==> src/rtl/ip_tile_uc_pkg.sv <==
// Shared encodings for the uC host tile: run-engine states and the host CSR bit map.
package ip_tile_uc_pkg;

    typedef enum logic [1:0] {
        ST_IDLE  = 2'd0,
        ST_RUN   = 2'd1,
        ST_STEP  = 2'd2,
        ST_BREAK = 2'd3
    } run_state_t;

    localparam int CSR_RUN         = 0;
    localparam int CSR_STEP        = 1;
    localparam int CSR_HALT        = 2;
    localparam int CSR_CORE_RST    = 3;
    localparam int CSR_FLASH_VALID = 4;
    localparam int CSR_BP_EN       = 5;
    localparam int CSR_VIEW        = 7;
    localparam int STEP_CNT_LSB    = 8;
    localparam int STEP_CNT_W      = 8;

    localparam int STAT_CORE_CE    = 2;
    localparam int STAT_FLASH_FULL = 3;
    localparam int STAT_OVERRUN    = 4;
    localparam int STAT_BP_HIT     = 5;
    localparam int STAT_BOOT       = 6;
    localparam int STAT_SRAM_WE    = 7;

    // A zero step request still advances the core by one instruction.
    function automatic logic [STEP_CNT_W-1:0] step_load(input logic [STEP_CNT_W-1:0] n);
        return (n == '0) ? STEP_CNT_W'(1) : n;
    endfunction

endpackage

==> src/rtl/ip_tile_uc_run_fsm.sv <==
// Run/step/halt engine for the uC core: state register, step down-counter,
// STEP edge detector and the combinational core clock enable.
//   state    | meaning
//   ST_IDLE  | core frozen, waiting for RUN or a STEP edge
//   ST_RUN   | free running until RUN drops or the breakpoint PC is reached
//   ST_STEP  | core enabled for exactly r_step_cnt cycles, breakpoints ignored
//   ST_BREAK | parked at the breakpoint PC; STEP edge or RUN low leaves
module ip_tile_uc_run_fsm
    import ip_tile_uc_pkg::*;
(
    input  logic                  clk,
    input  logic                  arst_n,
    input  logic                  i_run,
    input  logic                  i_step,
    input  logic                  i_halt,
    input  logic                  i_core_rst,
    input  logic [STEP_CNT_W-1:0] i_step_count,
    input  logic                  i_bp_match,
    output run_state_t            o_state,
    output logic                  o_core_ce,
    output logic                  o_bp_set
);

    run_state_t            r_state;
    run_state_t            w_state_nxt;
    logic [STEP_CNT_W-1:0] r_step_cnt;
    logic [STEP_CNT_W-1:0] w_step_cnt_nxt;
    logic                  r_step_prev;
    logic                  w_step_rise;

    assign w_step_rise = i_step & ~r_step_prev;

    always_ff @(posedge clk) begin
        if (!arst_n) begin
            r_state     <= ST_IDLE;
            r_step_cnt  <= '0;
            r_step_prev <= 1'b0;
        end else begin
            r_state     <= w_state_nxt;
            r_step_cnt  <= w_step_cnt_nxt;
            r_step_prev <= i_step;
        end
    end

    always_comb begin
        w_state_nxt    = r_state;
        w_step_cnt_nxt = r_step_cnt;
        o_bp_set       = 1'b0;
        if (i_halt || i_core_rst) begin
            w_state_nxt = ST_IDLE;
            if (i_core_rst) begin
                w_step_cnt_nxt = '0;
            end
        end else begin
            case (r_state)
                ST_IDLE: begin
                    if (i_run) begin
                        w_state_nxt = ST_RUN;
                    end else if (w_step_rise) begin
                        w_state_nxt    = ST_STEP;
                        w_step_cnt_nxt = step_load(i_step_count);
                    end
                end
                ST_RUN: begin
                    if (!i_run) begin
                        w_state_nxt = ST_IDLE;
                    end else if (i_bp_match) begin
                        w_state_nxt = ST_BREAK;
                        o_bp_set    = 1'b1;
                    end
                end
                ST_STEP: begin
                    // Terminal count at 1: this is the last enabled cycle.
                    if (r_step_cnt <= STEP_CNT_W'(1)) begin
                        w_state_nxt    = i_run ? ST_RUN : ST_IDLE;
                        w_step_cnt_nxt = '0;
                    end else begin
                        w_step_cnt_nxt = r_step_cnt - STEP_CNT_W'(1);
                    end
                end
                ST_BREAK: begin
                    if (w_step_rise) begin
                        w_state_nxt    = ST_STEP;
                        w_step_cnt_nxt = step_load(i_step_count);
                    end else if (!i_run) begin
                        w_state_nxt = ST_IDLE;
                    end
                end
                default: w_state_nxt = ST_IDLE;
            endcase
        end
    end

    assign o_state   = r_state;
    assign o_core_ce = ((r_state == ST_RUN) && !i_bp_match) || (r_state == ST_STEP);

endmodule

==> src/rtl/ip_tile_uc_dbg.sv <==
// Host tile for the 8-bit uC: run/step/halt engine, one-entry flash buffer, GPIO and cycle counter.
// Define IP_TILE_UC_BREAKPOINT_EN to build the PC breakpoint compare and sticky bp_hit flag.
module ip_tile_uc_dbg
    import ip_tile_uc_pkg::*;
#(
    parameter int REG_WIDTH     = 32,
    parameter int CSR_IN_WIDTH  = 16,
    parameter int CSR_OUT_WIDTH = 16,
    parameter int GPIO_PORTS    = 2,
    parameter int PC_WIDTH      = 12
) (
    input  logic                      clk,
    input  logic                      arst_n,
    input  logic [CSR_IN_WIDTH-1:0]   csr_in,
    input  logic [REG_WIDTH-1:0]      data_reg_a,
    input  logic [REG_WIDTH-1:0]      data_reg_b,
    input  logic [7:0]                in_gpio,
    input  logic [PC_WIDTH-1:0]       core_pc,
    input  logic [7:0]                core_sram_addr,
    input  logic [7:0]                core_sram_data_out,
    input  logic                      core_sram_we,
    input  logic                      core_bootstrapping,
    input  logic                      core_flash_ack,
    input  logic [8*GPIO_PORTS-1:0]   core_out,
    output logic                      core_ce,
    output logic                      core_rst_n,
    output logic [15:0]               core_flash_data,
    output logic                      core_flash_ready,
    output logic [7:0]                core_sram_data_in,
    output logic [7:0]                core_in,
    output logic [8*GPIO_PORTS-1:0]   out_gpio,
    output logic [REG_WIDTH-1:0]      data_reg_c,
    output logic [CSR_OUT_WIDTH-1:0]  csr_out,
    output logic                      csr_in_re,
    output logic                      csr_out_we
);

    run_state_t              w_state;
    logic                    w_core_ce;
    logic                    w_bp_match;
    logic                    w_bp_set;
    logic                    w_bp_hit;
    logic                    w_core_rst;
    logic                    w_fv_rise;
    logic                    w_ack;
    logic                    r_fv_prev;
    logic                    r_flash_full;
    logic                    r_overrun;
    logic [15:0]             r_flash_data;
    logic                    r_core_rst_n;
    logic [REG_WIDTH-1:0]    r_cycle_cnt;
    logic [8*GPIO_PORTS-1:0] r_out_gpio;
    logic                    w_unused_bits;

    assign w_core_rst = csr_in[CSR_CORE_RST];
    assign w_fv_rise  = csr_in[CSR_FLASH_VALID] & ~r_fv_prev;
    assign w_ack      = core_flash_ack & w_core_ce;

`ifdef IP_TILE_UC_BREAKPOINT_EN
    logic r_bp_hit;

    assign w_bp_match = csr_in[CSR_BP_EN] && (core_pc == data_reg_a[PC_WIDTH+15:16]);

    always_ff @(posedge clk) begin
        if (!arst_n || w_core_rst) begin
            r_bp_hit <= 1'b0;
        end else if (w_bp_set) begin
            r_bp_hit <= 1'b1;
        end
    end

    assign w_bp_hit = r_bp_hit;
`else
    assign w_bp_match = 1'b0;
    assign w_bp_hit   = 1'b0;
`endif

    ip_tile_uc_run_fsm u_run_fsm (
        .clk          (clk),
        .arst_n       (arst_n),
        .i_run        (csr_in[CSR_RUN]),
        .i_step       (csr_in[CSR_STEP]),
        .i_halt       (csr_in[CSR_HALT]),
        .i_core_rst   (w_core_rst),
        .i_step_count (csr_in[STEP_CNT_LSB +: STEP_CNT_W]),
        .i_bp_match   (w_bp_match),
        .o_state      (w_state),
        .o_core_ce    (w_core_ce),
        .o_bp_set     (w_bp_set)
    );

    // A new word arriving in the same cycle the core drains the buffer is not an overrun.
    always_ff @(posedge clk) begin
        if (!arst_n) begin
            r_fv_prev    <= 1'b0;
            r_flash_full <= 1'b0;
            r_overrun    <= 1'b0;
            r_flash_data <= '0;
        end else begin
            r_fv_prev <= csr_in[CSR_FLASH_VALID];
            if (w_core_rst) begin
                r_flash_full <= 1'b0;
                r_overrun    <= 1'b0;
            end else if (w_fv_rise) begin
                if (r_flash_full && !w_ack) begin
                    r_overrun <= 1'b1;
                end else begin
                    r_flash_data <= data_reg_b[15:0];
                    r_flash_full <= 1'b1;
                end
            end else if (w_ack) begin
                r_flash_full <= 1'b0;
            end
        end
    end

    always_ff @(posedge clk) begin
        if (!arst_n) begin
            r_core_rst_n <= 1'b0;
            r_cycle_cnt  <= '0;
            r_out_gpio   <= '0;
        end else begin
            r_core_rst_n <= ~w_core_rst;
            r_out_gpio   <= core_out;
            if (w_core_rst) begin
                r_cycle_cnt <= '0;
            end else if (w_core_ce) begin
                r_cycle_cnt <= r_cycle_cnt + REG_WIDTH'(1);
            end
        end
    end

    always_comb begin
        data_reg_c = '0;
        if (csr_in[CSR_VIEW]) begin
            data_reg_c = r_cycle_cnt;
        end else begin
            data_reg_c[PC_WIDTH+15:0] = {core_pc, core_sram_data_out, core_sram_addr};
        end
    end

    always_comb begin
        csr_out                  = '0;
        csr_out[1:0]             = w_state;
        csr_out[STAT_CORE_CE]    = w_core_ce;
        csr_out[STAT_FLASH_FULL] = r_flash_full;
        csr_out[STAT_OVERRUN]    = r_overrun;
        csr_out[STAT_BP_HIT]     = w_bp_hit;
        csr_out[STAT_BOOT]       = core_bootstrapping;
        csr_out[STAT_SRAM_WE]    = core_sram_we;
    end

    assign core_ce           = w_core_ce;
    assign core_rst_n        = r_core_rst_n;
    assign core_flash_data   = r_flash_data;
    assign core_flash_ready  = r_flash_full;
    assign core_sram_data_in = data_reg_a[7:0];
    assign core_in           = in_gpio;
    assign out_gpio          = r_out_gpio;
    assign csr_in_re         = 1'b1;
    assign csr_out_we        = 1'b1;

    // Host register bits that only some builds consume.
    assign w_unused_bits = ^{data_reg_a, data_reg_b, csr_in, w_bp_set};

endmodule

==> config.mk <==
export PLATFORM = sky130hd
export DESIGN_NAME = ip_tile_uc_dbg
export DESIGN_NICKNAME = d
export VERILOG_FILES = /design/src/rtl/ip_tile_uc_pkg.sv /design/src/rtl/ip_tile_uc_run_fsm.sv /design/src/rtl/ip_tile_uc_dbg.sv
export SDC_FILE = /design/constraint.sdc
export NUM_CORES = 1
export LEC_CHECK = 0
export ABC_AREA = 1
export BUFFER_PORTS_ARGS = -buffer_cell sky130_fd_sc_hd__buf_4
export CORE_ASPECT_RATIO = 1.2
export CORE_MARGIN = 2
export CORE_UTILIZATION = 45
export DETAILED_ROUTE_END_ITERATION = 16
export PLACE_DENSITY = 0.81
export SYNTH_ARGS = -nofsm -noshare
export SYNTH_HDL_FRONTEND = slang
export SYNTH_SLANG_ARGS = --single-unit
==> constraint.sdc <==
create_clock -name clk -period 2.33 [get_ports clk]
set_input_delay 0.1165 -clock clk [delete_from_list [all_inputs] [get_ports clk]]
set_output_delay 0.1165 -clock clk [all_outputs]
set_load 0.05 [all_outputs]
==> impl_metrics.csv, run 1 <==
group,metric,value,unit
pwr,p_per_area,615,mW/mm2
finish,fillerInstances,857,
setup_path,required,2.56,ns
yosys,synth_edf_count,0,
global_routing,grt_pass1_vias,4200,
detailed_routing,wl_met3,675,um
setup_path,worstPathArrival,2.31,ns
placed_design,port_buffers,148,
floorplanning,rows,39,
yosys,synth_common_cells,"120 x nand2_1, 111 x nor2_1, 84 x inv_1",
yosys,synth_top_family_by_area,"simple AND/OR/NAND/NOR gates",
floorplanning,core,0.00942,mm2
setup_path,cp_slowest_stage_delay,0.44,ns
yosys,synth-xor-area-share,1.22,%
yosys,synth.distinct_cells,31,
yosys,synth.area.mux_share,1.57,%
yosys,synthSimpleGateAreaFrac,32.3,%
finish,nNetsFinal,921,
yosys,synth_warnings,0,
floorplanning,floorplan.initialDensity,45.7,%
global_routing,grt-ovfl-total,0,
clock_network,clk_latency,0.33,ns
detailed_routing,post_drt_wl_per_cell,12.1,um
floorplanning,die_y,111,um
clock_network,cts_tree,"yes",
pwr,p_leak,2.72,nW
timing,max_freq,0.480,GHz
flow_run,cap_violations,0,
worst_hold_path,worstHoldEndpoint,"core_flash_data[2]",
placed_design,place_area,0.00531,mm2
timing,worst_pin_slew,0.583,ns
setup_path,r2r-start,"u_run_fsm.o_state[0]",
pwr,vdd_drop_max,0.000526,V
setup_path,cp_slowest_cell,"ha_2",
yosys,synth.largest_area_cell,"dfxtp_1",
setup_path,path_common_cell,"nand2_1",
finish,finalInstanceArea,0.00579,mm2
setup_path,path_cells,"inv_1 -> ha_2 -> inv_2 -> nor2_2 -> nand2_1 -> nor2_2 -> nand3_1 -> nand2_1 -> o21ai_0 -> nand2_1 -> inv_1",
timing,fin_skew,0.00779,ns
yosys,synth_compound_area_share,10.7,%
timing,setup_tns,0,ns
global_routing,grt_pass1_wl,18.2,mm
yosys,synth_top_area_share,36.7,%
clock_network,cts.htree.levels,3,
yosys,synthTopCellsByArea,"dfxtp_1 37%, nand2_1 10%, nor2_1 9.7%",
detailed_routing,via_per_inst,4.81,
floorplanning,io_pins,238,
setup_path,startpoint_type,"flip-flop",
global_routing,antenna_found_initial,0,
clock_network,post_cts_buffers,0,
yosys,syn-instance-count,635,
setup_path,critPathBufInv,3,
floorplanning,die-area,0.0104,mm2
timing,setup_viol,0,
timing,relSlewSlack,61.1,%
detailed_routing,vias,4341,
timing,fin_crit,2.08,ns
clock_network,clock-sinks,79,
timing,layout_setup_ws,0.247,ns
detailed_routing,wirelength,11.0,mm
clock_network,cts_hold_buffers,18,
finish,drive_gt1_share,26.2,%
detailed_routing,dr.pass1.iters,4,
clock_network,cts_resized,0,
setup_path,r2r_cells,11,
yosys,ys.flop_type,"dfxtp_1",
detailed_routing,final_antenna_net_count,0,
detailed_routing,wl_met1,4.51,mm
global_routing,grt_util_all_layers,21.5,%
detailed_routing,drc,0,
yosys,ys_ff_latch,79,
clock_network,clk_pin_slew,0.06,ns
clock_network,clockRootBuffer,"clkbuf_16",
setup_path,crit_family,"simple AND/OR/NAND/NOR gates",
yosys,synthArstFlopShare,0,%
timing,slew_viol_final,0,
setup_path,crit_path_max_fanout,7,
finish,antenna_cells,0,
placed_design,post-place-ws,0.300,ns
clock_network,cts_buffers,9,
floorplanning,dieWidth,93.3,um
placed_design,dp_hpwl,7.98,mm
worst_hold_path,min_path_type,"in -> reg",
setup_path,path_class,"reg -> reg",
worst_hold_path,hold_path.startpoint,"data_reg_b[2]",
global_routing,grt_max_degree,55,
placed_design,gp_congestion,0.881,
timing,finalCritPeriodShare,89.4,%
timing,hold_viol,0,
run_status,status,"finished, final reports clean",
yosys,synth.avg_cell_area,6.78,um2
setup_path,end_kind,"flip-flop",
yosys,netlist_area,0.00430,mm2
detailed_routing,wl_met2,5.58,mm
setup_path,r2r_end,"r_cycle_cnt[13]",
timing,rsz0062_at_grt,"no",
yosys,ys_seq_area_share,36.7,%
clock_network,cts_buffer_depth,2,
detailed_routing,first_iter_violations,133,
detailed_routing,maxUsedRoutingLayer,"met4",
finish,areaGrowthSynthToFinish,34.4,%
setup_path,reg2reg_setup_slack,0.25,ns
yosys,synth_most_common_cell,"nand2_1",
yosys,synthAdderAreaFrac,2.33,%
worst_hold_path,hold_depth,3,
state kept, by name (all words and copies together) (netlist names):
signal                 flops
core_flash_data           16
u_run_fsm.r_step_cnt       8
r_fv_prev                  1
r_cycle_cnt               32
core_flash_ready           1
u_run_fsm.r_step_prev      1
u_run_fsm.o_state          2
out_gpio                  16
r_overrun                  1
core_rst_n                 1
worst max path at each step:
stage	startpoint	to	slack [ns]	depth (start not counted)
floorplan	u_run_fsm.o_state[0]	r_cycle_cnt[24]	0.02	10
detailed placement	u_run_fsm.o_state[0]	r_cycle_cnt[13]	0.30	11
CTS	u_run_fsm.o_state[0]	r_cycle_cnt[13]	0.26	11
global route	u_run_fsm.o_state[0]	r_cycle_cnt[13]	0.04	11
finish	u_run_fsm.o_state[0]	r_cycle_cnt[13]	0.25	11
global placement	u_run_fsm.o_state[0]	r_cycle_cnt[13]	0.37	11
logic make-up after synthesis:
| group | count (synthesis) |
|---|---|
| simple gates | 310 |
| buf+inv | 135 |
| compound gates | 89 |
| flops | 79 |
| fa+ha+maj | 8 |
| xor+xnor | 6 |
| mux | 6 |
| other cells | 2 |
per-layer routing:
layer / track usage (%) / vias to the layer above
met5: 0 / -
met2: 37.5 / 135
li1: - / 2227
met3: 5.44 / 17
met1: 25.0 / 1962
met4: 8.33 / 0
layout by cell type, fill, tap and decap left out:
| master | instances |
|---|---|
| ha_2 | 1 |
| nor2_2 | 5 |
| dlygate4sd3_1 | 18 |
| dfxtp_1 | 79 |
| clkinvlp_4 | 1 |
| o21ai_0 | 34 |
| a21oi_1 | 50 |
| clkbuf_8 | 2 |
| o21ai_2 | 1 |
| nor3_4 | 1 |
| nor3_2 | 4 |
| bufinv_16 | 1 |
| nand2_1 | 120 |
| inv_2 | 2 |
| xor2_1 | 5 |
| buf_4 | 151 |
| nor2_4 | 7 |
| nand3_1 | 26 |
| nand2_2 | 8 |
| nor2_1 | 111 |
| nor3_1 | 14 |
| nand3_2 | 4 |
| ha_1 | 7 |
| xnor2_1 | 1 |
| clkinv_1 | 1 |
| nand4_1 | 8 |
| clkbuf_1 | 1 |
| clkbuf_16 | 9 |
| o21a_1 | 2 |
| inv_1 | 84 |
| o21bai_1 | 2 |
| clkinv_2 | 1 |
| nand3b_1 | 2 |
| mux2_2 | 6 |
| conb_1 | 11 |
metrics by stage:
step | hold slack (ns) | power, W | util (%) | cells
2_1_floorplan | 0.210 | 0.00201 | - | 644
5_1_grt | 0.0465 | 0.00371 | 61.4 | 903
3_5_place_dp | 0.233 | 0.00215 | 56.4 | 870
6_report | 0.0359 | 0.00356 | 61.4 | 903
4_1_cts | 0.0224 | 0.00359 | 61.4 | 903
3_3_place_gp | 0.233 | 0.00214 | 56.4 | 870
area by class of cell:
type,count,area (um2),area share [%]
clock inverter,3,42.5,0.735
timing repair buffer,169,1310,22.7
inverter,87,327,5.64
sequential,79,1580,27.3
tap,123,154,2.66
multi-input combinational,430,2110,36.5
clock buffer,12,256,4.43
worst min-delay path: stages:
cell	delay, ns
buf_4	0.08
o21ai_0	0.07
nor2_1	0.07
report_power, final:
group          total, W  switching, W  internal, W
Sequential      0.00142     0.0000221      0.00139
Combinational  0.000737      0.000478     0.000258
Clock           0.00141      0.000527     0.000880
(Power assumes the default switching activity.)
==> run 2: changes to the inputs <==
--- a/config.mk
+++ b/config.mk
@@ -5,13 +5,13 @@
 export SDC_FILE = /design/constraint.sdc
 export NUM_CORES = 1
 export LEC_CHECK = 0
-export ABC_AREA = 1
 export BUFFER_PORTS_ARGS = -buffer_cell sky130_fd_sc_hd__buf_4
 export CORE_ASPECT_RATIO = 1.2
 export CORE_MARGIN = 2
-export CORE_UTILIZATION = 45
+export CORE_UTILIZATION = 44
 export DETAILED_ROUTE_END_ITERATION = 16
 export PLACE_DENSITY = 0.81
+export SLEW_MARGIN = 30
 export SYNTH_ARGS = -nofsm -noshare
 export SYNTH_HDL_FRONTEND = slang
 export SYNTH_SLANG_ARGS = --single-unit
==> run 2 against run 1 <==
Net effect:
- die area down 3.2%
- synthesized area down 5.4%
- routed wire length down 3.6%
- clock skew up 0.0010 ns
- synthesized cell count down 28%
- maximum frequency down 6.4%
- clock-buffer cell count up 2
- setup slack worse by 0.14 ns
- worst hold slack worse by 0.015 ns
- clock power down 16%
==> impl_metrics.csv, run 2 <==
group,metric,value,unit
detailed_routing,first_iter_violations,171,
finish,largest_register_ffs,32,
setup_path,required,2.61,ns
clock_network,cts_buffers,9,
timing,worst_pin_slew,0.582,ns
yosys,synth.distinct_cells,53,
timing,relSlewSlack,61.0,%
yosys,syn-instance-count,459,
yosys,ys_seq_area_share,38.9,%
yosys,ys.flop_type,"dfxtp_1",
detailed_routing,post_drt_wl_per_cell,14.6,um
floorplanning,core,0.00903,mm2
finish,largest-register,"r_cycle_cnt",
timing,slew_viol_final,0,
timing,layout_setup_ws,0.105,ns
finish,antenna_cells,0,
worst_hold_path,min_path_type,"in -> reg",
yosys,synth_most_common_cell,"dfxtp_1",
pwr,finalPower,0.00323,W
floorplanning,die-area,0.0100,mm2
yosys,synthTopCellsByArea,"dfxtp_1 39%, mux2_2 7.7%, buf_4 5.9%",
detailed_routing,vias,3800,
placed_design,gp_congestion,0.832,
clock_network,cts_buffer_depth,2,
yosys,synth.largest_area_cell,"dfxtp_1",
setup_path,worstPathArrival,2.51,ns
global_routing,grt-ovfl-total,0,
detailed_routing,final_antenna_net_count,0,
setup_path,cp_slowest_stage_delay,0.58,ns
setup_path,path_cells,"inv_4 -> ha_4 -> nand4_1 -> or4_4 -> or4_1 -> a21oi_2",
timing,whs,0.0208,ns
detailed_routing,wl_met2,5.32,mm
timing,hold_viol,0,
global_routing,grt_pass1_vias,3666,
timing,finalCritPeriodShare,95.5,%
timing,fin_crit,2.22,ns
yosys,synth_edf_count,0,
timing,setup_viol,0,
detailed_routing,wl_met1,4.13,mm
yosys,synthArstFlopShare,0,%
setup_path,crit_path_max_fanout,7,
clock_network,clock-sinks,79,
placed_design,post-place-ws,0.115,ns
finish,final_common_cell,"buf_4",
placed_design,dp.cells,687,
clock_network,cts_tree,"yes",
floorplanning,floorplan.initialDensity,45.1,%
worst_hold_path,hold_depth,3,
run_status,status,"finished, final reports clean",
detailed_routing,via_per_inst,5.24,
detailed_routing,maxUsedRoutingLayer,"met4",
pwr,p_leak,2.30,nW
setup_path,end_kind,"flip-flop",
global_routing,grt_util_all_layers,20.5,%
placed_design,port_buffers,148,
detailed_routing,drc,0,
pwr,vdd_drop_max,0.000533,V
yosys,synth_top_area_share,38.9,%
timing,fin_skew,0.00881,ns
detailed_routing,wirelength,10.6,mm
flow_run,cap_violations,0,
setup_path,critPathBufInv,1,
finish,areaGrowthSynthToFinish,37.1,%
setup_path,r2r_cells,6,
floorplanning,io_pins,238,
global_routing,grt_max_degree,36,
setup_path,crit_family,"simple AND/OR/NAND/NOR gates",
setup_path,startpoint_type,"flip-flop",
global_routing,antenna_found_initial,0,
placed_design,dp_hpwl,7.62,mm
clock_network,clk_pin_slew,0.08,ns
detailed_routing,dr.pass1.iters,4,
finish,fin_cells,725,
clock_network,clockRootBuffer,"clkbuf_8",
global_routing,grt_pass1_wl,16.6,mm
finish,nNetsFinal,745,
clock_network,clk_latency,0.35,ns
finish,drive_gt1_share,36.7,%
setup_path,path_depth,6,
finish,layout_common_cells,"159 x buf_4, 77 x dfxtp_1, 49 x nand2_1",
setup_path,path_class,"reg -> reg",
yosys,synth.avg_cell_area,8.87,um2
detailed_routing,wl_met3,832,um
floorplanning,dieWidth,91.8,um
setup_path,cp_slowest_cell,"or4_4",
yosys,synth_common_cells,"79 x dfxtp_1, 49 x nand2_1, 32 x buf_4",
yosys,netlist_area,0.00407,mm2
floorplanning,die_y,109,um
timing,rsz0062_at_grt,"no",
yosys,ys_ff_latch,79,
timing,max_freq,0.449,GHz
yosys,synth_warnings,0,
clock_network,cts.htree.levels,3,
floorplanning,rows,38,
pwr,p_per_area,579,mW/mm2
[run 2: metal layers]
metal / global-route usage [%] / vias up
li1: - / 1879
met1: 22.5 / 1752
met2: 35.3 / 142
met3: 6.24 / 27
met4: 11.8 / 0
met5: 0 / -
[run 2: worst reg2reg max path, cell delays in order, from the launching register on]
cell     delay (ns)
dfxtp_4        0.37
inv_4          0.05
ha_4           0.29
nand4_1        0.16
or4_4          0.58
or4_1          0.55
a21oi_2        0.15
[run 2: repair_timing]
item | in CTS | in global routing
endpoints found under the setup margin | 0 | 4
endpoints found under the hold margin | 17 | 1
gates resized for setup | 0 | 5
setup buffers | 0 | 3
hold buffers | 17 | 1
[run 2: cell type report]
class / count / area [um2]
sequential: 79 / 1590
fill: 743 / 3450
clock buffer: 14 / 183
multi-input combinational: 318 / 2160
inverter: 15 / 61.3
tap: 120 / 150
timing repair buffer: 177 / 1370
clock inverter: 2 / 60.1
[run 2: cell families (layout without fill, tap and decap cells)]
group / Yosys count / in the layout / share of synthesized area [%]
and+or+nand+nor: 165 / 166 / 22.1
AOI/OAI and AO/OA: 90 / 90 / 15.5
DFF: 79 / 79 / 38.9
buffers and inverters: 72 / 208 / 9.87
muxes: 30 / 30 / 8.24
xor gates and xnor gates: 13 / 13 / 2.80
adders and majority gates: 8 / 8 / 2.46
other: 2 / 11 / 0.185
[run 2: metrics by stage]
stage                     TNS, ns  cell area (um2)  util, %
after floorplan            -0.132             4150        -
after global placement          0             5110     56.6
after detailed placement        0             5110     56.6
after CTS                       0             5520     61.1
after global routing            0             5580     61.8
final                           0             5580     61.8
[run 2: report_power, final]
group	leakage [nW]	switching (W)	internal, W
Combinational	1.53	0.000388	0.000249
Clock	0.123	0.000473	0.000722
Sequential	0.645	0.0000168	0.00138
[run 2: path summary, 6_finish.rpt]
check                  startpoint             endpoint  slack, ns
max reg2reg  u_run_fsm.o_state[1]      r_cycle_cnt[29]       0.11
max          u_run_fsm.o_state[1]      r_cycle_cnt[29]       0.11
min                 data_reg_b[8]   core_flash_data[8]       0.02
min reg2reg   core_flash_data[12]  core_flash_data[12]       0.46
==> run 3: changes to the inputs <==
--- a/config.mk
+++ b/config.mk
@@ -8,9 +8,9 @@
 export BUFFER_PORTS_ARGS = -buffer_cell sky130_fd_sc_hd__buf_4
 export CORE_ASPECT_RATIO = 1.2
 export CORE_MARGIN = 2
-export CORE_UTILIZATION = 44
+export CORE_UTILIZATION = 40
 export DETAILED_ROUTE_END_ITERATION = 16
-export PLACE_DENSITY = 0.81
+export PLACE_DENSITY = 0.77
 export SLEW_MARGIN = 30
 export SYNTH_ARGS = -nofsm -noshare
 export SYNTH_HDL_FRONTEND = slang
==> constraint.sdc (replaced) <==
create_clock -name clk -period 1.81 [get_ports clk]
set_input_delay 0.0905 -clock clk [delete_from_list [all_inputs] [get_ports clk]]
set_output_delay 0.0905 -clock clk [all_outputs]
set_load 0.05 [all_outputs]
==> run 3 against run 2 <==
Net effect:
- the flow now finishes with violations (negative setup slack)
- routed wire length rose by 12%
- die area up 9.6%
- register-to-register slack got worse by 0.30 ns
- first-iteration DRC count is 22% higher
- combinational power up 39%
- final area grew 12%
- via count is 9.2% higher
- non-clock buffer count increased by 57
- setup slack worse by 0.30 ns
- sequential cell count is the same
- clock skew decreased by 0.0011 ns
- critical path depth did not move
- critical path type unchanged
- critical endpoint is now r_cycle_cnt[28]
==> impl_metrics.csv, run 3 (same netlist as run 2, synthesis figures left out) <==
group,metric,value,unit
setup_path,path_cells,"inv_4 -> ha_4 -> and3_4 -> or4b_4 -> or4_1 -> a21oi_1",
setup_path,startpoint_type,"flip-flop",
placed_design,place_area,0.00553,mm2
pwr,p_per_area,694,mW/mm2
setup_path,crit_path_max_fanout,6,
detailed_routing,dr.pass1.iters,4,
pwr,p_leak,2.65,nW
pwr,comb_power_share,20.4,%
detailed_routing,final_antenna_net_count,0,
floorplanning,core,0.00996,mm2
timing,fin_crit,2.00,ns
setup_path,cp_slowest_cell,"or4b_4",
worst_hold_path,min_path_type,"in -> reg",
global_routing,grt_pass1_wl,19.1,mm
detailed_routing,drc,0,
pwr,vdd_drop_max,0.000543,V
setup_path,worstPathArrival,2.26,ns
finish,layout_common_cells,"206 x buf_4, 76 x dfxtp_1, 46 x nand2_1",
finish,finalInstanceArea,0.00625,mm2
timing,rsz0062_at_grt,"yes",
floorplanning,die_y,115,um
clock_network,cts_tree,"yes",
placed_design,dp_hpwl,8.29,mm
floorplanning,die-area,0.0110,mm2
clock_network,cts_buffer_depth,2,
detailed_routing,first_iter_violations,208,
finish,drive_gt1_share,46.0,%
global_routing,grt-ovfl-total,0,
finish,largest-register,"r_cycle_cnt",
timing,setup_viol,22,
pwr,p_sw_share,28.5,%
flow_run,cap_violations,0,
finish,antenna_cells,0,
placed_design,port_buffers,148,
timing,fin_skew,0.00774,ns
clock_network,clock-sinks,79,
setup_path,end_kind,"flip-flop",
global_routing,antenna_found_initial,0,
timing,slew_viol_final,0,
detailed_routing,vias,4149,
timing,worst_pin_slew,0.615,ns
clock_network,clk_pin_slew,0.06,ns
detailed_routing,via_per_inst,5.26,
finish,final_common_cell,"buf_4",
setup_path,path_class,"reg -> reg",
floorplanning,rows,40,
detailed_routing,post_drt_wl_per_cell,15.0,um
timing,setup_tns,-2.21,ns
floorplanning,floorplan.initialDensity,40.9,%
finish,largest_register_ffs,32,
setup_path,critPathBufInv,1,
global_routing,grt_max_degree,35,
floorplanning,dieWidth,96.1,um
timing,whs,0.0209,ns
setup_path,crit_family,"simple AND/OR/NAND/NOR gates",
clock_network,clockRootBuffer,"clkbuf_16",
finish,nNetsFinal,803,
clock_network,cts_buffers,9,
detailed_routing,wirelength,11.8,mm
setup_path,r2r_cells,6,
pwr,finalPower,0.00433,W
setup_path,path_depth,6,
pwr,clkPwrFrac,38.0,%
floorplanning,io_pins,238,
clock_network,clk_latency,0.33,ns
pwr,internal-power,0.00310,W
timing,hold_viol,0,
timing,layout_setup_ws,-0.194,ns
global_routing,grt_pass1_vias,4142,
run_status,status,"finished, violations left",
setup_path,required,2.07,ns
global_routing,grt_util_all_layers,21.6,%
timing,relSlewSlack,58.7,%
timing,finalCritPeriodShare,111,%
clock_network,cts.htree.levels,3,
run_status,failed_checks,"negative setup slack",
setup_path,cp_slowest_stage_delay,0.50,ns
pwr,pwr-share-seq,41.6,%
finish,areaGrowthSynthToFinish,53.5,%
placed_design,gp_congestion,0.852,
timing,max_freq,0.499,GHz
worst_hold_path,hold_depth,3,
pwr,switchingPower,0.00123,W
run 3: cell types whose count changed in the layout (fill, tap and decap cells not counted), moves of 4 or more:
cell,delta
a21boi_0,-9
a21boi_1,+8
buf_4,+47
buf_6,+9
clkbuf_16,+9
clkbuf_8,-12
o31ai_1,-4
run 3: worst register-to-register path, cell delays in order (launching register included):
cell	delay, ns
dfxtp_4	0.36
inv_4	0.04
ha_4	0.27
and3_4	0.18
or4b_4	0.50
or4_1	0.44
a21oi_1	0.15
run 3: through the flow:
stage	utilization [%]	worst slack, ns	instances
6_report	62.7	-0.194	789
3_3_place_gp	55.5	-0.182	744
4_1_cts	61.3	-0.188	786
3_5_place_dp	55.5	-0.267	744
5_1_grt	62.7	-0.286	789
2_1_floorplan	-	-0.565	468
run 3: layout make-up:
cell class              instances  area (um2)
fillers                       784        3710
multi-input cells             319        2320
repair buffers                234        1840
flip-flops and latches         79        1590
clock buffers                  12         246
well taps                     126         158
inverters                      15        61.3
clock inverters                 4        22.5
run 3: worst paths after layout:
check,startpoint,to,slack [ns]
worst max-delay path,u_run_fsm.o_state[0],r_cycle_cnt[28],-0.19
worst min-delay path,data_reg_b[8],core_flash_data[8],0.02
worst max register to register,u_run_fsm.o_state[0],r_cycle_cnt[28],-0.19
worst min register to register,core_flash_data[1],core_flash_data[1],0.46
run 3: metal layers:
layer / vias to the layer above / global-route usage (%) / part of all wire [%]
met3: 22 / 5.73 / 6.6
met4: 0 / 7.90 / 1.6
li1: 1999 / - / -
met2: 164 / 37.9 / 52
met5: - / 0 / 0
met1: 1964 / 24.9 / 40
run 3: what timing repair did:
action	in CTS	in global routing
hold endpoints to repair	18	0
resized for setup	19	39
cloned	2	1
pin swaps	22	15
setup endpoints to repair	25	50
setup buffers	6	3
hold buffers	18	0
run 3: power groups by stage:
stage          combinational, W  clock, W  sequential [W]
3_3_place_gp           0.000806         0         0.00184
4_1_cts                0.000862   0.00168         0.00180
2_1_floorplan          0.000505         0         0.00197
5_1_grt                0.000931   0.00176         0.00181
3_5_place_dp           0.000818         0         0.00184
6_report               0.000883   0.00165         0.00180
